## config.mk

```make
export PLATFORM = sky130hd
export DESIGN_NAME = bus_bridge_demux_flat
export DESIGN_NICKNAME = d
export VERILOG_FILES = /design/src/rtl/bus_bridge_demux_pkg.sv /design/src/rtl/bus_bridge_demux_if.sv /design/src/rtl/bus_bridge_demux_decode.sv /design/src/rtl/bus_bridge_demux.sv /design/src/flat_wrapper.sv
export SDC_FILE = /design/constraint.sdc
export NUM_CORES = 1
export LEC_CHECK = 0
export BUFFER_PORTS_ARGS = -buffer_cell sky130_fd_sc_hd__buf_2
export CORE_MARGIN = 10
export CORE_UTILIZATION = 45
export CTS_BUF_LIST = sky130_fd_sc_hd__clkbuf_4
export CTS_CLUSTER_DIAMETER = 100
export DETAILED_ROUTE_END_ITERATION = 7
export GPL_ROUTABILITY_DRIVEN = 0
export PLACE_DENSITY = 0.89
export SLEW_MARGIN = 0
export SYNTH_ARGS = -nofsm -noshare
export SYNTH_HDL_FRONTEND = slang
export SYNTH_HIERARCHICAL = 1
export SYNTH_SLANG_ARGS = --single-unit
```

## constraint.sdc

```tcl
create_clock -name clk -period 5.8 [get_ports clk]
set_clock_uncertainty 0.1 [all_clocks]
set_input_delay 0.29 -clock clk [delete_from_list [all_inputs] [get_ports clk]]
set_output_delay 0.29 -clock clk [all_outputs]
set_load 0.02 [all_outputs]
```

## src/rtl/bus_bridge_demux_pkg.sv

```systemverilog
// bus_bridge_pkg: shared types and constants for the data-bus bridge family
// Contents: FSM state enum, slave index constants, default error fill word.
package bus_bridge_pkg;
    typedef enum logic [1:0] {
        IDLE = 2'd0,
        WAIT = 2'd1,
        RESP = 2'd2
    } state_e;
    localparam int NUM_SLV = 4;
    typedef logic [1:0] slv_idx_t;
    localparam slv_idx_t SLV_DM    = 2'd0;
    localparam slv_idx_t SLV_TIMER = 2'd1;
    localparam slv_idx_t SLV_IO    = 2'd2;
    localparam slv_idx_t SLV_SPARE = 2'd3;
    localparam logic [31:0] DEFAULT_FILL = 32'h2333_3333;
endpackage

```

## src/rtl/bus_bridge_demux_if.sv

```systemverilog
// bus_bridge_demux_if: CPU-side and slave-side signals of the data-bus bridge
// CPU side : m_req, m_we, m_addr, m_wdata, m_be -> bridge; m_ready, m_rdata, m_err <- bridge
// Slave side: s_req (one-hot), s_we, s_addr, s_wdata, s_be <- bridge; s_ack, s_rdata -> bridge
// Modport slave is the bridge's view; modport master is the CPU plus slaves around it.
interface bus_bridge_demux_if;
    import bus_bridge_pkg::*;
    logic                   m_req;
    logic                   m_we;
    logic [31:0]            m_addr;
    logic [31:0]            m_wdata;
    logic [3:0]             m_be;
    logic                   m_ready;
    logic [31:0]            m_rdata;
    logic                   m_err;
    logic [NUM_SLV-1:0]     s_req;
    logic                   s_we;
    logic [31:0]            s_addr;
    logic [31:0]            s_wdata;
    logic [3:0]             s_be;
    logic [NUM_SLV-1:0]     s_ack;
    logic [32*NUM_SLV-1:0]  s_rdata;
    modport slave (
        input  m_req, m_we, m_addr, m_wdata, m_be, s_ack, s_rdata,
        output m_ready, m_rdata, m_err, s_req, s_we, s_addr, s_wdata, s_be
    );
    modport master (
        output m_req, m_we, m_addr, m_wdata, m_be, s_ack, s_rdata,
        input  m_ready, m_rdata, m_err, s_req, s_we, s_addr, s_wdata, s_be
    );
endinterface

```

## src/rtl/bus_bridge_demux_decode.sv

```systemverilog
// bus_bridge_decode: combinational address decode to {mapped, slave index}
// Ports: i_addr_hi = address bits [31:SEL_LSB]; o_mapped = no bits set above the
// select field; o_idx = 2-bit slave select field.
module bus_bridge_decode
    import bus_bridge_pkg::*;
#(
    parameter int SEL_LSB = 12
) (
    input  logic [31:SEL_LSB] i_addr_hi,
    output logic              o_mapped,
    output slv_idx_t          o_idx
);
    assign o_mapped = ~|i_addr_hi[31:SEL_LSB+2];
    assign o_idx    = i_addr_hi[SEL_LSB+1:SEL_LSB];
endmodule

```

## src/rtl/bus_bridge_demux.sv

```systemverilog
// bus_bridge_demux: single-outstanding bridge steering one CPU data access to one of four slaves
// Ports: clk, rst_n (async active-low); bus = bus_bridge_demux_if.slave carrying the CPU
// req/ack side (m_*) and the one-hot slave request side (s_*).
// Build option: BUS_BRIDGE_TIMEOUT_EN adds an 8-bit WAIT counter that aborts a dead slave
// with m_err and the default fill word after TIMEOUT+1 WAIT cycles.
module bus_bridge_demux
    import bus_bridge_pkg::*;
#(
    parameter int          SEL_LSB       = 12,
    parameter int          TIMEOUT       = 255,
    parameter logic [31:0] DEFAULT_RDATA = DEFAULT_FILL
) (
    input logic               clk,
    input logic               rst_n,
    bus_bridge_demux_if.slave bus
);
    localparam logic [1:0] S_IDLE = IDLE;
    localparam logic [1:0] S_WAIT = WAIT;
    localparam logic [1:0] S_RESP = RESP;

    logic [1:0]         r_state;
    slv_idx_t           r_idx;
    logic [NUM_SLV-1:0] r_s_req;
    logic               r_m_ready;
    logic               r_m_err;
    logic [31:0]        r_m_rdata;
    logic               r_s_we;
    logic [31:0]        r_s_addr;
    logic [31:0]        r_s_wdata;
    logic [3:0]         r_s_be;
    logic               w_mapped;
    slv_idx_t           w_idx;
    logic               w_ack;

    bus_bridge_decode #(.SEL_LSB(SEL_LSB)) u_decode (
        .i_addr_hi (bus.m_addr[31:SEL_LSB]),
        .o_mapped  (w_mapped),
        .o_idx     (w_idx)
    );

    // only the selected slave's ack counts; strays from the others are ignored
    assign w_ack = bus.s_ack[r_idx];

`ifdef BUS_BRIDGE_TIMEOUT_EN
    logic [7:0] r_cnt;
    logic       w_expired;
    assign w_expired = r_cnt == 8'(TIMEOUT);
`endif

    always_ff @(posedge clk or negedge rst_n) begin
        if (!rst_n) begin
            r_state   <= S_IDLE;
            r_idx     <= '0;
            r_s_req   <= '0;
            r_m_ready <= 1'b0;
            r_m_err   <= 1'b0;
            r_m_rdata <= '0;
            r_s_we    <= 1'b0;
            r_s_addr  <= '0;
            r_s_wdata <= '0;
            r_s_be    <= '0;
`ifdef BUS_BRIDGE_TIMEOUT_EN
            r_cnt     <= '0;
`endif
        end else begin
            case (r_state)
                S_IDLE: if (bus.m_req) begin
                    if (w_mapped) begin
                        r_idx     <= w_idx;
                        r_s_req   <= NUM_SLV'(1) << w_idx;
                        r_s_we    <= bus.m_we;
                        r_s_addr  <= bus.m_addr;
                        r_s_wdata <= bus.m_wdata;
                        r_s_be    <= bus.m_be;
`ifdef BUS_BRIDGE_TIMEOUT_EN
                        r_cnt     <= '0;
`endif
                        r_state   <= S_WAIT;
                    end else begin
                        r_m_err   <= 1'b1;
                        r_m_rdata <= DEFAULT_RDATA;
                        r_m_ready <= 1'b1;
                        r_state   <= S_RESP;
                    end
                end
                S_WAIT: if (w_ack) begin
                    r_s_req   <= '0;
                    if (!r_s_we) r_m_rdata <= bus.s_rdata[r_idx*32 +: 32];
                    r_m_err   <= 1'b0;
                    r_m_ready <= 1'b1;
                    r_state   <= S_RESP;
                end
`ifdef BUS_BRIDGE_TIMEOUT_EN
                else if (w_expired) begin
                    r_s_req   <= '0;
                    r_m_err   <= 1'b1;
                    r_m_rdata <= DEFAULT_RDATA;
                    r_m_ready <= 1'b1;
                    r_state   <= S_RESP;
                end else r_cnt <= r_cnt + 8'd1;
`endif
                // RESP (and the unused encoding) returns to IDLE after the one-cycle pulse
                default: begin
                    r_m_ready <= 1'b0;
                    r_state   <= S_IDLE;
                end
            endcase
        end
    end

    assign bus.m_ready = r_m_ready;
    assign bus.m_rdata = r_m_rdata;
    assign bus.m_err   = r_m_err;
    assign bus.s_req   = r_s_req;
    assign bus.s_we    = r_s_we;
    assign bus.s_addr  = r_s_addr;
    assign bus.s_wdata = r_s_wdata;
    assign bus.s_be    = r_s_be;
endmodule

```

## src/flat_wrapper.sv

```systemverilog
// flat-port wrapper written by rule: the top's interface ports become plain ports
module bus_bridge_demux_flat import bus_bridge_pkg::*;
#(
    parameter int          SEL_LSB       = 12,
    parameter int          TIMEOUT       = 255,
    parameter logic [31:0] DEFAULT_RDATA = DEFAULT_FILL
)
  (clk, rst_n, bus_m_req, bus_m_we, bus_m_addr, bus_m_wdata, bus_m_be, bus_s_ack, bus_s_rdata, bus_m_ready, bus_m_rdata, bus_m_err, bus_s_req, bus_s_we, bus_s_addr, bus_s_wdata, bus_s_be);
  bus_bridge_demux_if bus_i ();
  input logic clk;
  input logic rst_n;
  input wire logic [$bits(bus_i.m_req)-1:0] bus_m_req;
  input wire logic [$bits(bus_i.m_we)-1:0] bus_m_we;
  input wire logic [$bits(bus_i.m_addr)-1:0] bus_m_addr;
  input wire logic [$bits(bus_i.m_wdata)-1:0] bus_m_wdata;
  input wire logic [$bits(bus_i.m_be)-1:0] bus_m_be;
  input wire logic [$bits(bus_i.s_ack)-1:0] bus_s_ack;
  input wire logic [$bits(bus_i.s_rdata)-1:0] bus_s_rdata;
  output wire logic [$bits(bus_i.m_ready)-1:0] bus_m_ready;
  output wire logic [$bits(bus_i.m_rdata)-1:0] bus_m_rdata;
  output wire logic [$bits(bus_i.m_err)-1:0] bus_m_err;
  output wire logic [$bits(bus_i.s_req)-1:0] bus_s_req;
  output wire logic [$bits(bus_i.s_we)-1:0] bus_s_we;
  output wire logic [$bits(bus_i.s_addr)-1:0] bus_s_addr;
  output wire logic [$bits(bus_i.s_wdata)-1:0] bus_s_wdata;
  output wire logic [$bits(bus_i.s_be)-1:0] bus_s_be;
  assign bus_i.m_req = bus_m_req;
  assign bus_i.m_we = bus_m_we;
  assign bus_i.m_addr = bus_m_addr;
  assign bus_i.m_wdata = bus_m_wdata;
  assign bus_i.m_be = bus_m_be;
  assign bus_i.s_ack = bus_s_ack;
  assign bus_i.s_rdata = bus_s_rdata;
  assign bus_m_ready = bus_i.m_ready;
  assign bus_m_rdata = bus_i.m_rdata;
  assign bus_m_err = bus_i.m_err;
  assign bus_s_req = bus_i.s_req;
  assign bus_s_we = bus_i.s_we;
  assign bus_s_addr = bus_i.s_addr;
  assign bus_s_wdata = bus_i.s_wdata;
  assign bus_s_be = bus_i.s_be;
  bus_bridge_demux #(.SEL_LSB(SEL_LSB), .TIMEOUT(TIMEOUT), .DEFAULT_RDATA(DEFAULT_RDATA)) u_core (.clk(clk), .rst_n(rst_n), .bus(bus_i));
endmodule
```

-- Word level (Yosys, flattened, before mapping)
Cells that the tools add are included.
Widths: inputs -> output; s select.
- flip-flop bits (word level): 111
- latch bits: 0
- bits in writable memories: 0
- bits in read-only memories: 0
- input port bits: 204
- word-level logic and storage cells: 50
- memories kept: 0
- add/sub/neg operators: 0
- $mul: 0
- div/mod/pow operators: 0
- $lt $le $gt $ge: 1
- equal/unequal tests: 6
- shifts and indexed selects: 2
- muxes and demuxes: 21
- bitwise logic cells: 1
- reduce and logical (&&, ||, !) cells: 9
- operators by type and width (cell ; number):
    $mux 32 ; 4
    $shiftx 128x8->32 ; 1
    $pmux 32 s2 ; 1
    $reduce_or 18->1 ; 1
    $mux 4 ; 3
    $ne 2x2->1 const B ; 4
    $pmux 4 s2 ; 1
    $reduce_and 4->1 ; 2
    $mux 2 ; 3
    $reduce_and 3->1 ; 2
    $mux 1 ; 5
    $reduce_and 5->1 ; 1
    $pmux 1 s2 ; 2
    $pmux 2 s2 ; 1
    $shl 1x2->4 const A ; 1
    $lt 2x3->1 const B ; 1
    $bmux 1 s2 ; 1
    $eq 2x1->1 const B ; 1
    $logic_not 2->1 ; 1
    $ne 2x1->1 const B ; 1
    $reduce_and 2->1 ; 1
    $reduce_bool 2->1 ; 1
    $not 1->1 ; 1

-- Longest topological paths before layout
Gate-level depths: netlist of the first run.
- depth in word-level cells: 4
- gate-level depth with buffers: 9
- gate-level depth less buffers: 7

-- Modules after synthesis
Netlist of the first run, hierarchy kept.
- by module, submodules not included (module ; instances ; cells an instance ; area each (sq um)):
    bus_bridge_demux ; 1 ; 340 ; 5052.3
    bus_bridge_decode ; 1 ; 8 ; 58.8

-- Worst setup path after synthesis of the first run
OpenSTA, ideal clock, no wires.
- kind: input -> register
- start: input port bus_m_addr[19]
- end: register u_core.r_s_addr[0] (netlist: u_core/bus.s_addr[0])
- setup time: 125 ps
- data arrival time: 2238 ps
- required time: 5575 ps
- setup slack: 3337 ps
- stages: 6
- path buffers: 1
- cells stage by stage: or4_1 -> nor4_2 -> nand3b_1 -> nor2_1 -> buf_2 -> mux2_2
- cells in the longest elaborated chain, start to end: 3
- ends and longest elaborated chain (what ; line ; source):
    start: declaration ; flat_wrapper.sv:14 ; input wire logic [$bits(bus_i.m_addr)-1:0] bus_m_addr;
    $reduce_or 18->1 ; bus_bridge_demux_decode.sv:13 ; assign o_mapped = ~|i_addr_hi[31:SEL_LSB+2];
    $not 1->1 (no source line) ; -- ;
    $reduce_and 3->1 (no source line) ; -- ;
    end signal: assignment ; bus_bridge_demux.sv:72 ; r_s_addr <= bus.m_addr;
    end: declaration ; bus_bridge_demux.sv:28 ; logic [31:0] r_s_addr;
No other way between the ends.
A chain may end at the register's enable or synchronous reset.

-- Final worst setup path of the first run
- start: input port bus_m_addr[19]
- end: register u_core.r_s_addr[1] (netlist: u_core/bus.s_addr[1])
Same word-level chain as after synthesis.

==> results of run 1 <==
## Yosys cell counts
cell / count / area [um^2]
sky130_fd_sc_hd__a21o_1: 1 / 7.510
sky130_fd_sc_hd__a21oi_1: 3 / 15.01
sky130_fd_sc_hd__a2bb2oi_2: 1 / 15.01
sky130_fd_sc_hd__a32o_1: 1 / 10.01
sky130_fd_sc_hd__and2_4: 1 / 8.760
sky130_fd_sc_hd__buf_1: 1 / 3.750
sky130_fd_sc_hd__buf_2: 9 / 45.04
sky130_fd_sc_hd__buf_4: 4 / 30.03
sky130_fd_sc_hd__buf_6: 4 / 45.04
sky130_fd_sc_hd__clkbuf_1: 9 / 33.78
sky130_fd_sc_hd__dfrtp_1: 111 / 2778
sky130_fd_sc_hd__inv_1: 1 / 3.750
sky130_fd_sc_hd__mux2_2: 69 / 777.0
sky130_fd_sc_hd__mux2i_1: 2 / 20.02
sky130_fd_sc_hd__mux4_2: 32 / 720.7
sky130_fd_sc_hd__nand2_1: 24 / 90.09
sky130_fd_sc_hd__nand2b_1: 1 / 6.260
sky130_fd_sc_hd__nand3_1: 18 / 90.09
sky130_fd_sc_hd__nand3b_1: 1 / 7.510
sky130_fd_sc_hd__nand4b_1: 1 / 8.760
sky130_fd_sc_hd__nor2_1: 5 / 18.77
sky130_fd_sc_hd__nor3_1: 2 / 10.01
sky130_fd_sc_hd__nor3b_1: 1 / 7.510
sky130_fd_sc_hd__nor4_1: 4 / 25.02
sky130_fd_sc_hd__nor4_2: 1 / 12.51
sky130_fd_sc_hd__o21ai_0: 10 / 50.05
sky130_fd_sc_hd__o21ai_2: 10 / 87.58
sky130_fd_sc_hd__o22a_1: 15 / 131.4
sky130_fd_sc_hd__o22ai_1: 1 / 6.260
sky130_fd_sc_hd__o2bb2ai_1: 2 / 17.52
sky130_fd_sc_hd__or4_1: 2 / 15.01
sky130_fd_sc_hd__or4b_4: 1 / 13.76
## layer usage
layer / wire length (um) / GRT usage [%] / up-vias / part of all wire [%]
met1: 6619 / 23.74 / 2301 / 35
met3: 1745 / 7.164 / 34 / 9.2
met4: 425 / 8.640 / 0 / 2.2
met2: 10210 / 41.22 / 236 / 54
met5: 0 / 0 / - / 0
li1: - / - / 2057 / -
## power by group
part           total [mW]  switching [mW]  internal, mW
combinational       0.161          0.0639        0.0974
clock               0.386           0.249         0.138
sequential          0.777         0.00173         0.775
total                1.32           0.314          1.01
## through the flow
step	cell area (um^2)	total power, mW	setup WS [ns]
floorplan	5111	0.8254	3.337
global placement	6721	0.9079	2.334
detailed placement	6721	0.9132	2.182
CTS	7566	1.340	2.162
global route	7571	1.379	1.890
finish	7571	1.325	2.048
## cell families after synthesis
| logic type | count (synthesis) |
|---|---|
| AO/OA/AOI/OAI | 44 |
| AND/OR/NAND/NOR | 62 |
| multiplexers | 103 |
| buffers and inverters | 28 |
| flip-flops | 111 |
## layout make-up
cell class / instances / area, um^2 / share of cell area (%)
tap: 140 / 175.2 / 2.314
multi-input combinational: 209 / 2180 / 28.79
clock buffer: 10 / 75.07 / 0.9916
sequential: 111 / 2779 / 36.70
antenna: 2 / 5.005 / 0.06610
clock inverter: 6 / 68.82 / 0.9089
inverter: 1 / 3.754 / 0.04958
timing repair buffer: 384 / 2285 / 30.18
## registers in the layout (all words and copies together), names as in the netlist
name	flops
u_core/bus.m_rdata	32
u_core/bus.m_ready	1
u_core/bus.s_be	4
u_core/bus.s_we	1
u_core/bus.s_addr	32
u_core/r_idx	2
u_core/r_state	2
u_core/bus.m_err	1
u_core/bus.s_wdata	32
u_core/bus.s_req	4
## cells in the final DEF, fill, tap and decap left out, types with 2 or more instances in the layout
cell | netlist | routed
sky130_fd_sc_hd__nand2_1 | 24 | 24
sky130_fd_sc_hd__or4_1 | 2 | 2
sky130_fd_sc_hd__dfrtp_1 | 111 | 110
sky130_fd_sc_hd__diode_2 | 0 | 2
sky130_fd_sc_hd__o22a_1 | 15 | 15
sky130_fd_sc_hd__o21ai_2 | 10 | 10
sky130_fd_sc_hd__clkbuf_4 | 0 | 10
sky130_fd_sc_hd__o2bb2ai_1 | 2 | 2
sky130_fd_sc_hd__nor2_1 | 5 | 4
sky130_fd_sc_hd__dlygate4sd3_1 | 0 | 70
sky130_fd_sc_hd__mux4_2 | 32 | 32
sky130_fd_sc_hd__mux2_2 | 69 | 69
sky130_fd_sc_hd__clkinvlp_4 | 0 | 4
sky130_fd_sc_hd__a21oi_1 | 3 | 3
sky130_fd_sc_hd__buf_4 | 4 | 5
sky130_fd_sc_hd__nor3_1 | 2 | 2
sky130_fd_sc_hd__buf_2 | 9 | 309
sky130_fd_sc_hd__mux2i_1 | 2 | 2
sky130_fd_sc_hd__o21ai_0 | 10 | 10
sky130_fd_sc_hd__nor4_1 | 4 | 4
sky130_fd_sc_hd__nand3_1 | 18 | 18
## worst max-delay path: cells and delay by family
family,cells,cell delay (ns)
and+or+nand+nor,4,2.02
buffers and inverters,3,1.22
muxes,1,0.40
## final timing paths
kind,endpoint,slack (ns)
hold reg to reg,u_core/bus.s_req[3],0.42
setup / recovery,u_core/bus.s_addr[1],2.05
min in group asynchronous,u_core/bus.m_rdata[16],0.26
hold / removal,u_core/r_state[0],0.09
max in group asynchronous,u_core/r_idx[0],4.03
setup reg to reg,u_core/bus.m_rdata[0],2.44
==> results.md, run 1 <==
- Setup repair after global routing left no endpoint under its margin.
- The number of global-route vias before repair came to 5,198.
- The launch point of the worst reg-to-reg path is u_core/r_idx[1].
- The die covers 0.01602 mm^2.
- The count of final hold-check violations was 0.
- Summing the areas of all compound-gate instances in the mapped netlist gives 6.659% of the synthesized area.
- The clock latency on the worst-skew pair is 0.44 ns.
- At the pin with the least slew margin, the transition time is 1.029 ns.
- The clock tree buffer depth is 2.
- The worst relative slew slack is 31.22%.
- Across the run, the number of max-cap violations was 0.
- The sum of negative setup slack is 0 ns.
- Measured on the finished design, the core utilization comes to 68.93%.
- The power density of the placed cells is 175.0 mW/mm^2.
- The post-synthesis share of cell area spent on and, or, nand and nor gates is 6.144%.
- The clock sink count is 111.
- Excluding fillers, the count of instances in the completed layout stands at 863.
- Of the available clock period, the critical path in the final layout requires 64.70%.
- For this design, the slowest cell found on the critical path is sky130_fd_sc_hd__nor2_4.
- After filler insertion, the fill cell instance count of the layout stands at 768.
- The per-cell routed wire length is 22.02 um.
- The count of input and output buffers is 310.
- After synthesis, the mean cell area works out to 14.69 um^2.
- The synthesized netlist net count is 552.
- The count of vias placed by the detailed router is 4,628.
- Multiplexer cells account for 29.69% of the synthesized area.
- After detailed placement, the design holds a cell count of 775.
- For this run, the number of Yosys warnings is 6.
- The number of gates resized after CTS was 0.
- Setup violations remaining at the end of the flow were counted as 0.
- The peak supply drop is 175.2 uV.
- STA classifies the critical path endpoint as a flip-flop.
- The first global-routing pass estimated 29.07 mm of wire.
- CTS built an H-tree with a depth of 3.
- The initial core utilization is 46.54%.
- The clock tree from TritonCTS is done.
- The final layout contains 920 nets.
- The netlist area before placement is 0.005111 mm^2.
- Walking the worst path, the cells encountered are dlygate4sd3_1 -> buf_2 -> or4_1 -> nor4_2 -> nand3b_1 -> nor2_4 -> buf_4 -> mux2_2.
- The overall die height is 126.6 um.
- The post-synthesis sequential element count is 111.
- In this run the worst setup path begins at bus_m_addr[19].
- The origin of the worst min-delay path is bus_m_req.
- Of the total synthesized cell area, the portion taken by full adders, half adders and majority gates is 0%.
- In the global route stage, overall resource usage came out at 22.64%.
- The achievable clock frequency is 0.2665 GHz.
- The post-route netlist has 62.00% of its cells at a drive strength greater than 1.
- The die is 126.6 um wide.
- The run finished with clean final reports.
- The cell depth of the worst flop-to-flop path is 5.
- The worst setup path category is input port to flip-flop.
- The maximum fanout along the worst path is 38.
- In this run the standard cell core region covers 0.01098 mm^2.
- The worst min-delay path category is input port to flip-flop.
- The total global routing overflow is 0.
- Summed over all layers, the routed wires come to 19.00 mm.
- The number of CTS-inserted buffers is 9.
- The unique cell type count in the Yosys netlist is 32.
- For this design, the CTS-stage hold fixing added 70 buffers.
- Counting instances, the worst hold path has a depth of 3.
- The delay contributed by the slowest stage of the critical path is 0.83 ns.
- Across all hold checks on the routed design, the worst slack comes to 0.09383 ns.
- The root buffer selected by CTS is sky130_fd_sc_hd__clkbuf_4.
- The number of antenna violations at the first check in global routing is 2.
- Summing the areas of all xor and xnor instances in the mapped netlist gives 0% of the synthesized area.
- Compared with the post-synthesis result, the final layout area differs by 48.13%.
- The count of nets left with antenna violations once routing finished came out at 0.
- The synthesized instance count is 348.
- In the routed layout, each cell is associated on average with a via count of 5.363.
- The worst setup path is launched from an input port.
- The detailed-routing iteration count for the pre-antenna-repair pass is 4.
- Once detailed placement completed, the half-perimeter wirelength came to 14.07 mm.
- The DRC violation total after the first TritonRoute iteration is 244.
- STA puts the critical path data required time at 6.04 ns.
- After synthesis, the largest family of logic cells by area is multiplexers.
- Entering global routing, the biggest net connects 66 pins.
- The count of pins over their slew limit is 0.
- The clock-pin slew on the worst setup and hold paths is 0.16 ns.
- Sequential cells were found to cover 54.35% of the synthesized design area.
- For the finished layout, the period the worst path requires is 3.752 ns.
- The critical path data arrival time is 3.99 ns.
- The analysis attributes to cell leakage a power of 3.879 nW.
- The final routed DRC violation total is 0.
- The number of rows in the core area is 38.
- The setup fix buffers added after clock tree synthesis is 0.
- During I/O placement, the number of pins put on the boundary was 311.
No activity file was read; power rests on OpenSTA's default activity.
==> run 2, diff against run 1 <==
==> constraint.sdc (replaced) <==
create_clock -name clk -period 3.47 [get_ports clk]
set_clock_uncertainty 0.1 [all_clocks]
set_input_delay 0.1735 -clock clk [delete_from_list [all_inputs] [get_ports clk]]
set_output_delay 0.1735 -clock clk [all_outputs]
set_load 0.02 [all_outputs]
==> results.md, run 2 (synthesis results as in run 1) <==
- From bottom edge to top edge, the die measures 126.6 um.
- The die area is 0.01602 mm^2.
- The sum of net half-perimeters after detailed placement is 14.20 mm.
- IR analysis of the VDD net gives a maximum drop of 212.1 uV.
- The share of final-layout standard cells stronger than drive strength 1 is 61.88%.
- Compared with the post-synthesis result, the final layout area differs by 49.96%.
- In this run the remaining antenna-violating nets after routing total 0.
- During I/O placement, the number of pins put on the boundary was 311.
- The DRC violation total after the first TritonRoute iteration is 252.
- Along the worst path, the maximum fanout reaches 15.
- The setup fix buffers added after clock tree synthesis is 0.
- The top cell types in the final layout, fill and taps aside, are 309 x sky130_fd_sc_hd__buf_2, 110 x sky130_fd_sc_hd__dfrtp_1, 72 x sky130_fd_sc_hd__dlygate4sd3_1.
- The post-detailed-routing wire length is 19.37 mm.
- The power density of the placed cells is 305.7 mW/mm^2.
- For this design, the CTS-stage hold fixing added 72 buffers.
- In this run the standard cell core region covers 0.01098 mm^2.
- The root buffer selected by CTS is sky130_fd_sc_hd__clkbuf_4.
- The die extent in x is 126.6 um.
- The final core area utilization is 69.79%.
- Input and output buffers added on the ports amount to 310.
- TritonCTS built the clock tree.
- The kind of launch point of the worst setup path is an input port.
- Once the floorplan was initialized, standard cells occupied 46.54% of the core.
- In this run the number of cells on the critical path is 8.
- After clock tree synthesis, the clock-pin slew on the worst setup and hold paths is 0.16 ns.
- The signal on the critical path passes through dlygate4sd3_1 -> buf_2 -> or4_1 -> nor4_2 -> nor3b_1 -> a2bb2oi_2 -> nand2_1 -> o22a_1.
- The sort of element at the end of the critical path is a flip-flop.
- The finished layout cell area is 0.007665 mm^2.
- The final route contains 4,653 vias.
- The flow ran to the end, and the final reports show no timing, DRC or antenna violations.
- In the final design database the tool counted 924 nets.
- The destination of the critical timing path is u_core/bus.m_rdata[1].
- The total cell area at the placement stage is 0.006761 mm^2.
- In the routed layout, each cell is associated on average with a via count of 5.373.
- For this run, the detailed router's first-pass iteration total came to 4.
- The floorplan has 38 rows.
- The capture point of the worst reg-to-reg path is u_core/bus.m_rdata[1].
- Setup repair after global routing left no endpoint under its margin.
- The worst min-delay path category is input port to flip-flop.
- The worst-margin pin slew is 0.8228 ns.
- The total area of multi-input combinational cells is 0.002180 mm^2.
- The worst register-to-register path begins at u_core/r_state[0].
- The sum of negative setup slack is 0 ns.
- The worst slack on hold paths is 0.06594 ns.
- Fill cells in the final layout number 773.
- The largest single stage delay on the critical path is 0.54 ns.
- For this run, the top clock speed supported by timing is 0.3306 GHz.
- Across all register-to-register paths, the minimum setup slack is 0.63 ns.
- The pin count of the biggest net entering global routing is 71.
- The worst relative slew slack is 44.85%.
- The number of CTS-inserted buffers is 9.
- For the worst flop-to-flop path, the logic depth is 4.
- The tool flagged a number of max-cap violations equal to 0.
- The wire length of the first global-routing pass is 29.17 mm.
- Counting both buffers and inverters, the worst setup path holds a total of 2.
- The number of gates resized after cts is 0.
- The number of antenna violations at the first check in global routing is 2.
- The count of pins over their slew limit is 0.
- The tree built by TritonCTS fans out to 111 sinks.
- The worst setup path category is input port to flip-flop.
- The leakage power is 3.930 nW.
- The count of final hold-check violations is 0.
- For this run the aggregate overflow at the end of global routing stands at 0.
- The time the worst path needs with I/O delays and setup is 3.025 ns.
- The worst setup path startpoint is bus_m_addr[19].
- The count of final setup violators is 0.
- Leaving out fill and tap cells, the most frequent cell in the layout is sky130_fd_sc_hd__buf_2.
- For the worst setup path, the data arrival time is 3.24 ns.
- After detailed routing, the number of remaining DRC violations is 0.
- Counting along the longest clock path gives a buffer depth of 2.
- The register area is 0.002779 mm^2.
- The H-tree was split into 3 levels.
- After layout, the worst path uses 87.18% of the clock period.
- Dividing the detail-routed wire length by the instance count gives 22.37 um.
- The required time reported for the critical path endpoint is 3.69 ns.
- The cell family contributing the most delay on the critical path is simple AND/OR/NAND/NOR gates.
- The clock latency on the worst-skew pair is 0.43 ns.
- The cell type of the slowest stage on the worst timing path is sky130_fd_sc_hd__or4_1.
- Global routing consumed, over all layers together, 23.00% of the routing resources.
- The number of global-route vias before repair is 5,261.
==> run 2: worst reg2reg max path, cell delays in order, from the launching register on <==
cell                      delay [ns]
sky130_fd_sc_hd__dfrtp_1        0.86
sky130_fd_sc_hd__nand2_1        0.15
sky130_fd_sc_hd__or4_1          0.83
sky130_fd_sc_hd__nand2_1        0.60
sky130_fd_sc_hd__o22a_1         0.25
==> run 2: how the worst min path moves through the flow <==
stage | startpoint | to | slack (ns) | cells past startpoint
5_1_grt | bus_s_rdata[116] | u_core/bus.m_rdata[20] | 0.03 | 3
6_report | bus_s_rdata[20] | u_core/bus.m_rdata[20] | 0.07 | 3
3_3_place_gp | rst_n | u_core/bus.s_wdata[10] | 0.08 | 1
2_1_floorplan | rst_n | u_core/bus.m_err | -0.22 | 0
4_1_cts | bus_s_rdata[17] | u_core/bus.m_rdata[17] | 0.03 | 3
3_5_place_dp | rst_n | u_core/bus.s_wdata[10] | 0.09 | 1
==> run 2: layer usage <==
layer / vias up / global-route usage, % / part of all wire (%)
met5: - / 0 / 0
met4: 0 / 9.712 / 2.9
met3: 49 / 7.872 / 8.9
met2: 236 / 41.92 / 54
met1: 2308 / 23.34 / 35
li1: 2060 / - / -
==> run 2: area by class of cell <==
class	instances	area share, %
flip-flops and latches	111	36.26
repair buffers	388	30.59
clock buffers	9	0.8815
diodes	2	0.06530
inverters	1	0.04897
well taps	140	2.285
clock inverters	6	1.437
multi-input cells	209	28.44
==> run 2: power by group <==
part           switching, mW  internal (mW)  leakage [nW]
combinational          0.108          0.166          2.38
sequential           0.00305           1.30          1.46
clock                  0.410          0.360        0.0880
==> run 2: per-stage QoR <==
step	power, mW	worst slack, ns	instances
after global placement	1.520	0.7426	777
after floorplan	1.380	1.124	348
after CTS	2.352	0.5024	864
after detailed placement	1.530	0.5901	777
after global routing	2.422	0.3177	866
final	2.343	0.4448	866
